$ cat src/rtl/pc_seq_ctrl_if.sv
// ============================================================================
//  Module      : pc_seq_ctrl_if
//  Description : Fetch (IFU) and data (LSU) valid/ready request/response bus
//                between the PC sequencer and the memory-side units.
//  Revision    : 1.0  initial release
// ============================================================================
`default_nettype none

interface pc_seq_ctrl_if;
    logic ifu_req_valid;
    logic ifu_req_ready;
    logic ifu_rsp_valid;
    logic ifu_rsp_err;
    logic lsu_req_valid;
    logic lsu_req_ready;
    logic lsu_rsp_valid;
    logic lsu_rsp_err;

    modport master (
        output ifu_req_valid,
        input  ifu_req_ready,
        input  ifu_rsp_valid,
        input  ifu_rsp_err,
        output lsu_req_valid,
        input  lsu_req_ready,
        input  lsu_rsp_valid,
        input  lsu_rsp_err
    );

    modport slave (
        input  ifu_req_valid,
        output ifu_req_ready,
        output ifu_rsp_valid,
        output ifu_rsp_err,
        input  lsu_req_valid,
        output lsu_req_ready,
        output lsu_rsp_valid,
        output lsu_rsp_err
    );
endinterface

`default_nettype wire

$ cat src/rtl/pc_seq_ctrl.sv
// ============================================================================
//  Module      : pc_seq_ctrl
//  Description : Multi-cycle fetch/exec/mem/commit sequencer producing the PC
//                commit strobe and trap redirects. Optional performance
//                counters are enabled by the macro PC_SEQ_PERF_EN.
//  Revision    : 1.0  initial release
// ============================================================================
`default_nettype none

module pc_seq_ctrl #(
    parameter int TIMEOUT_W = 10
`ifdef PC_SEQ_PERF_EN
    ,
    parameter int PERF_W    = 64
`endif
) (
    input  wire logic        clk,
    input  wire logic        rst,
    pc_seq_ctrl_if.master    bus,
    input  wire logic        is_load,
    input  wire logic        is_store,
    input  wire logic        is_halt,
    output logic             inst_latch_en,
    output logic             rf_wen_en,
    output logic             pc_valid,
    output logic             trap_req,
    output logic [3:0]       trap_cause,
    output logic             halted
`ifdef PC_SEQ_PERF_EN
    ,
    output logic [PERF_W-1:0] perf_cycle,
    output logic [PERF_W-1:0] perf_instret
`endif
);

    typedef enum logic [2:0] {
        ST_IDLE       = 3'd0,
        ST_FETCH_REQ  = 3'd1,
        ST_FETCH_WAIT = 3'd2,
        ST_EXEC       = 3'd3,
        ST_MEM_REQ    = 3'd4,
        ST_MEM_WAIT   = 3'd5,
        ST_COMMIT     = 3'd6,
        ST_HALT       = 3'd7
    } state_t;

    localparam logic [TIMEOUT_W-1:0] c_WD_MAX   = '1;
    localparam logic [TIMEOUT_W-1:0] c_WD_ONE   = TIMEOUT_W'(1);
    // Last wait cycle index before the counter would reach all-ones.
    localparam logic [TIMEOUT_W-1:0] c_WD_LAST  = TIMEOUT_W'(2**TIMEOUT_W - 2);
    localparam logic [3:0]           c_CAUSE_IF = 4'h1;
    localparam logic [3:0]           c_CAUSE_LD = 4'h5;
    localparam logic [3:0]           c_CAUSE_ST = 4'h7;

    state_t                 r_state;
    state_t                 w_next_state;
    logic [TIMEOUT_W-1:0]   r_wd;
    logic                   r_ifu_rsp_valid;
    logic                   r_ifu_rsp_err;
    logic                   r_mem_store;
    logic                   r_trap;
    logic [3:0]             r_trap_cause;
    logic                   w_set_trap;
    logic [3:0]             w_cause;
    logic                   w_in_wait;
    logic                   w_wd_timeout;
    logic                   w_ifu_rsp_take;

    assign w_in_wait    = (r_state == ST_FETCH_WAIT) || (r_state == ST_MEM_WAIT);
    assign w_wd_timeout = (r_wd == c_WD_LAST);

    // The fetch response is registered so inst_latch_en stays a pure state
    // decode; a response on the handshake cycle lands in the first wait cycle.
    assign w_ifu_rsp_take = bus.ifu_rsp_valid &&
                            ((r_state == ST_FETCH_WAIT) ||
                             ((r_state == ST_FETCH_REQ) && bus.ifu_req_ready));

    always_ff @(posedge clk or negedge rst) begin
        if (!rst) begin
            r_state         <= ST_IDLE;
            r_wd            <= '0;
            r_ifu_rsp_valid <= 1'b0;
            r_ifu_rsp_err   <= 1'b0;
            r_mem_store     <= 1'b0;
            r_trap          <= 1'b0;
            r_trap_cause    <= 4'h0;
        end else begin
            r_state         <= w_next_state;
            r_ifu_rsp_valid <= w_ifu_rsp_take;
            r_ifu_rsp_err   <= w_ifu_rsp_take && bus.ifu_rsp_err;
            r_trap          <= w_set_trap;
            r_trap_cause    <= w_cause;
            if (!w_in_wait) begin
                r_wd <= '0;
            end else if (r_wd != c_WD_MAX) begin
                r_wd <= r_wd + c_WD_ONE;
            end
            if (r_state == ST_EXEC) begin
                r_mem_store <= is_store && !is_load;
            end
        end
    end

    always_comb begin
        w_next_state = r_state;
        w_set_trap   = 1'b0;
        w_cause      = 4'h0;
        case (r_state)
            ST_IDLE: begin
                w_next_state = ST_FETCH_REQ;
            end
            ST_FETCH_REQ: begin
                if (bus.ifu_req_ready) begin
                    w_next_state = ST_FETCH_WAIT;
                end
            end
            ST_FETCH_WAIT: begin
                if (r_ifu_rsp_valid && !r_ifu_rsp_err) begin
                    w_next_state = ST_EXEC;
                end else if (r_ifu_rsp_valid || w_wd_timeout) begin
                    w_next_state = ST_COMMIT;
                    w_set_trap   = 1'b1;
                    w_cause      = c_CAUSE_IF;
                end
            end
            ST_EXEC: begin
                if (is_halt) begin
                    w_next_state = ST_HALT;
                end else if (is_load || is_store) begin
                    w_next_state = ST_MEM_REQ;
                end else begin
                    w_next_state = ST_COMMIT;
                end
            end
            ST_MEM_REQ: begin
                if (bus.lsu_req_ready) begin
                    w_next_state = ST_MEM_WAIT;
                end
            end
            ST_MEM_WAIT: begin
                if (bus.lsu_rsp_valid && !bus.lsu_rsp_err) begin
                    w_next_state = ST_COMMIT;
                end else if (bus.lsu_rsp_valid || w_wd_timeout) begin
                    w_next_state = ST_COMMIT;
                    w_set_trap   = 1'b1;
                    w_cause      = r_mem_store ? c_CAUSE_ST : c_CAUSE_LD;
                end
            end
            ST_COMMIT: begin
                w_next_state = ST_FETCH_REQ;
            end
            ST_HALT: begin
                w_next_state = ST_HALT;
            end
            default: begin
                w_next_state = ST_IDLE;
            end
        endcase
    end

    assign bus.ifu_req_valid = (r_state == ST_FETCH_REQ);
    assign bus.lsu_req_valid = (r_state == ST_MEM_REQ);
    assign inst_latch_en     = (r_state == ST_FETCH_WAIT) && r_ifu_rsp_valid && !r_ifu_rsp_err;
    assign pc_valid          = (r_state == ST_COMMIT);
    assign trap_req          = (r_state == ST_COMMIT) && r_trap;
    assign trap_cause        = trap_req ? r_trap_cause : 4'h0;
    assign rf_wen_en         = (r_state == ST_COMMIT) && !r_trap && !r_mem_store;
    assign halted            = (r_state == ST_HALT);

`ifdef PC_SEQ_PERF_EN
    localparam logic [PERF_W-1:0] c_PERF_ONE = PERF_W'(1);

    logic [PERF_W-1:0] r_perf_cycle;
    logic [PERF_W-1:0] r_perf_instret;

    always_ff @(posedge clk or negedge rst) begin
        if (!rst) begin
            r_perf_cycle   <= '0;
            r_perf_instret <= '0;
        end else begin
            if ((r_state != ST_IDLE) && (r_state != ST_HALT)) begin
                r_perf_cycle <= r_perf_cycle + c_PERF_ONE;
            end
            if ((r_state == ST_COMMIT) && !r_trap) begin
                r_perf_instret <= r_perf_instret + c_PERF_ONE;
            end
        end
    end

    assign perf_cycle   = r_perf_cycle;
    assign perf_instret = r_perf_instret;
`endif

endmodule

`default_nettype wire

$ cat src/flat_wrapper.sv
// flat-port wrapper written by rule: the top's interface ports become plain ports
module pc_seq_ctrl_flat 
#(
    parameter int TIMEOUT_W = 10

)
  (clk, rst, is_load, is_store, is_halt, inst_latch_en, rf_wen_en, pc_valid, trap_req, trap_cause, halted, bus_ifu_req_valid, bus_ifu_req_ready, bus_ifu_rsp_valid, bus_ifu_rsp_err, bus_lsu_req_valid, bus_lsu_req_ready, bus_lsu_rsp_valid, bus_lsu_rsp_err);
  pc_seq_ctrl_if bus_i ();
  input  wire logic clk;
  input  wire logic rst;
  input  wire logic is_load;
  input  wire logic is_store;
  input  wire logic is_halt;
  output logic inst_latch_en;
  output logic rf_wen_en;
  output logic pc_valid;
  output logic trap_req;
  output logic [3:0] trap_cause;
  output logic halted;
  output wire logic [$bits(bus_i.ifu_req_valid)-1:0] bus_ifu_req_valid;
  input wire logic [$bits(bus_i.ifu_req_ready)-1:0] bus_ifu_req_ready;
  input wire logic [$bits(bus_i.ifu_rsp_valid)-1:0] bus_ifu_rsp_valid;
  input wire logic [$bits(bus_i.ifu_rsp_err)-1:0] bus_ifu_rsp_err;
  output wire logic [$bits(bus_i.lsu_req_valid)-1:0] bus_lsu_req_valid;
  input wire logic [$bits(bus_i.lsu_req_ready)-1:0] bus_lsu_req_ready;
  input wire logic [$bits(bus_i.lsu_rsp_valid)-1:0] bus_lsu_rsp_valid;
  input wire logic [$bits(bus_i.lsu_rsp_err)-1:0] bus_lsu_rsp_err;
  assign bus_ifu_req_valid = bus_i.ifu_req_valid;
  assign bus_i.ifu_req_ready = bus_ifu_req_ready;
  assign bus_i.ifu_rsp_valid = bus_ifu_rsp_valid;
  assign bus_i.ifu_rsp_err = bus_ifu_rsp_err;
  assign bus_lsu_req_valid = bus_i.lsu_req_valid;
  assign bus_i.lsu_req_ready = bus_lsu_req_ready;
  assign bus_i.lsu_rsp_valid = bus_lsu_rsp_valid;
  assign bus_i.lsu_rsp_err = bus_lsu_rsp_err;
  pc_seq_ctrl #(.TIMEOUT_W(TIMEOUT_W)) u_core (.clk(clk), .rst(rst), .bus(bus_i), .is_load(is_load), .is_store(is_store), .is_halt(is_halt), .inst_latch_en(inst_latch_en), .rf_wen_en(rf_wen_en), .pc_valid(pc_valid), .trap_req(trap_req), .trap_cause(trap_cause), .halted(halted));
endmodule
$ cat config.mk
export PLATFORM = sky130hd
export DESIGN_NAME = pc_seq_ctrl_flat
export DESIGN_NICKNAME = d
export VERILOG_FILES = /design/src/rtl/pc_seq_ctrl_if.sv /design/src/rtl/pc_seq_ctrl.sv /design/src/flat_wrapper.sv
export SDC_FILE = /design/constraint.sdc
export NUM_CORES = 1
export LEC_CHECK = 0
export CAP_MARGIN = 40
export CORE_UTILIZATION = 46
export DETAILED_ROUTE_END_ITERATION = 12
export PLACE_DENSITY = 0.74
export SETUP_SLACK_MARGIN = 0.3
export SYNTH_ARGS = -nofsm -noshare
export SYNTH_HDL_FRONTEND = slang
export SYNTH_SLANG_ARGS = --single-unit
export TNS_END_PERCENT = 30
$ cat constraint.sdc
create_clock -name clk -period 1.6 [get_ports clk]
set_input_delay 0.24 -clock clk [delete_from_list [all_inputs] [get_ports clk]]
set_output_delay 0.24 -clock clk [all_outputs]
set_load 0.005 [all_outputs]
==> results.cfg <==
[critical_path]
slowest_stage = dfrtp_1
worst-path-buf-inv = 1
path_cells = buf_6, ha_4, nand4_4, or3_4, a211oi_2
crit_path_start_kind = flip-flop
worst_path_largest_cell_delay_ns = 0.44
critPathKind = flip-flop to flip-flop
worstPathArrival_ns = 1.86
crit_fanout = 8
end_kind = flip-flop
required_ns = 1.84
crit_family = simple AND/OR/NAND/NOR gates

[timing]
fin_ws_ns = -0.02005
hold_viol_final = 0
finClkSkew_ns = 0.01083
rsz0062_at_grt = yes
setup-tns-final_ns = -0.07327
setup_viol = 6
timing.fmax_mhz = 617.3
timing.final.max_slew_violations = 0
fin_crit_sh_pct = 101.3
final.min_clock_period_ns = 1.620

[synth]
synth_nets = 134
synth_top_family_by_area = simple AND/OR/NAND/NOR gates
async_flop_share_pct = 100.0
ys_seq_area_share_pct = 39.71
muxShareOfSynthArea_pct = 3.448
yosys.area_share.simple_pct = 29.89
syn-cell-area_um2 = 1197
yosysTopAreaCellShare_pct = 39.71
synth_compound_area_share_pct = 20.48
synth-main-ff-cell = dfrtp_1
synth.area.top_cells = dfrtp_1 (40%), and2_1 (3.7%), nor2b_1 (2.6%)
yosysMostFrequentCell = dfrtp_1
synth_fa_ha_area_share_pct = 2.090
synth_top_cell_by_area = dfrtp_1
synth_common_cells = dfrtp_1 (19), and2_1 (7), nand2_1 (6), nor2b_1 (5), o21ai_0 (5)
synth_edf_count = 0
yosysUniqueCellTypes = 51
netlist_instances = 121
synth-xor-area-share_pct = 0
ys_warn_count = 0
ys_seq_elements = 19
syn_area_per_cell_um2 = 9.896

[layout]
design_area_um2 = 1832
n_fill_cell = 174
stdcell_count = 202
drive_gt1_share_pct = 48.26
fin_nets = 186
syn2layout_area_growth_pct = 52.98
antennaDiodeCount = 0

[route]
viasPerCell = 6.252
drc = 0
routed-via-count = 1263
detail_route.first_pass.iterations = 5
drtAntennaViolNets = 0
post_drt_wl_per_cell_um = 18.34
drt_iter0_drc = 55
finalWirelength_mm = 3.705

[pwr]
design_power_total_mw = 2.371
p_leak_nw = 0.7793
ir_drop_uv = 1169
cellPowerDensity_nw_per_um2 = 1294

[placed_design]
gp_congestion = 0.8935
post-place-ws_ns = -0.01135
dpl_cell_area_um2 = 1550
place_inst = 182
dpl.hpwl_mm = 2.021
portBuffers = 20

[die]
rows = 18
ios = 22
dieArea_um2 = 2811
core_um2 = 2477
die_w_um = 53.02
die_h_um = 53.02
initial_core_util_pct = 48.33

[clock_tree]
cts_root_buf = clkbuf_4
clk_pin_slew_ns = 0.13
htreeDepth = 1
clk_latency_ns = 0.32
cts_inserted_buffers = 3
clock-sinks = 19
cts_tree = built
cts_buffer_depth = 2

[grt]
grt_max_degree = 20
grt_pass1_vias = 1163
grt_usage_pct = 27.45
grt.overflow.total = 0
antenna_found_initial = 0
grt_pass1_wl_mm = 5.540

[outcome]
violations = setup timing
status = finished, violations left

[worst_hold_path]
min_path_type = input pin to asynchronous set/reset pin

[run]
drv_cap = 0
## metal layers
layer	up-vias	global-route usage (%)	routed length, um
li1	561	-	-
met1	634	37.72	1504
met2	60	45.99	1951
met3	8	1.724	183
met4	0	7.895	67
met5	-	0	0
## per-stage QoR
stage	hold WS, ns	utilization (%)
2_1_floorplan	-0.05559	-
3_3_place_gp	0.5221	62.58
3_5_place_dp	0.5419	62.58
4_1_cts	0.2564	68.13
5_1_grt	0.2806	73.94
6_report	0.2364	73.94
## layout make-up
class | count | area [um2] | area share (%)
multi-input cells | 92 | 813.3 | 44.40
inverters | 3 | 11.26 | 0.6148
repair buffers | 54 | 465.4 | 25.41
well taps | 30 | 37.54 | 2.049
clock buffers | 4 | 26.28 | 1.434
flip-flops and latches | 19 | 478.0 | 26.09
## worst paths after layout
kind	from	end	slack [ns]	cells past startpoint
min	rst	u_core.r_wd[8]$_DFFE_PN0P_	0.24	2
min in group clk	bus_ifu_rsp_err	u_core.r_ifu_rsp_err$_DFF_PN0_	0.48	2
max	u_core.r_wd[1]$_DFFE_PN0P_	u_core.r_wd[1]$_DFFE_PN0P_	-0.02	5
max reg2reg	u_core.r_wd[1]$_DFFE_PN0P_	u_core.r_wd[1]$_DFFE_PN0P_	-0.02	5
max in group asynchronous	rst	u_core.r_state[2]$_DFFE_PN0P_	1.13	2
min reg2reg	u_core.r_wd[8]$_DFFE_PN0P_	u_core.r_wd[8]$_DFFE_PN0P_	0.57	1
## state kept, by name (all words and copies together), names as in the netlist
register / cells
u_core.r_wd: 10
u_core.r_state: 3
u_core.r_trap_cause: 3
u_core.r_ifu_rsp_err: 1
u_core.r_ifu_rsp_valid: 1
u_core.r_mem_store: 1
## power breakdown
part | internal [mW] | total (mW) | leakage [nW] | switching, mW
Clock | 0.0979 | 0.273 | 0.0150 | 0.175
Sequential | 0.572 | 0.665 | 0.253 | 0.0932
Combinational | 0.802 | 1.43 | 0.511 | 0.630
Total | 1.47 | 2.37 | 0.779 | 0.898
## logic make-up (layout without fill, tap and decap cells)
group	after synthesis	count (layout)
other	1	1
buffers and inverters	10	61
AO/OA/AOI/OAI	33	33
multiplexers	4	4
AND/OR/NAND/NOR	52	52
adder cells (fa/ha/maj)	2	2
flip-flops	19	19
## what timing repair did
| item | CTS | global route |
|---|---|---|
| setup endpoints to repair | 27 | 28 |
| resized for setup | 56 | 33 |
| buffers inserted | 9 | 7 |
| hold buffers | 0 | 0 |
| pin swaps | 5 | 8 |
| hold endpoints to repair | 0 | 0 |
## cell usage in the layout (no fill, tap or decap), types with 2 or more instances in the layout
| cell type | count |
|---|---|
| nor2b_1 | 3 |
| o21ai_1 | 2 |
| buf_4 | 24 |
| and3_1 | 2 |
| and2_4 | 3 |
| o22ai_1 | 2 |
| mux2i_1 | 3 |
| o21ai_2 | 2 |
| clkbuf_4 | 3 |
| dfrtp_2 | 2 |
| nor3_2 | 2 |
| inv_1 | 2 |
| buf_6 | 12 |
| a21oi_2 | 2 |
| nor2_1 | 2 |
| nand3b_1 | 2 |
| nor2b_4 | 2 |
| nand2_1 | 6 |
| a31oi_1 | 3 |
| nand2b_1 | 2 |
| and2_1 | 4 |
| a211oi_1 | 3 |
| nor3b_2 | 4 |
| clkdlybuf4s50_1 | 10 |
| o21bai_1 | 2 |
| ha_4 | 2 |
| a211oi_2 | 2 |
| nor3_1 | 2 |
| buf_2 | 6 |
| dfrtp_1 | 17 |
| a41oi_1 | 2 |
(Power assumes the default switching activity.)
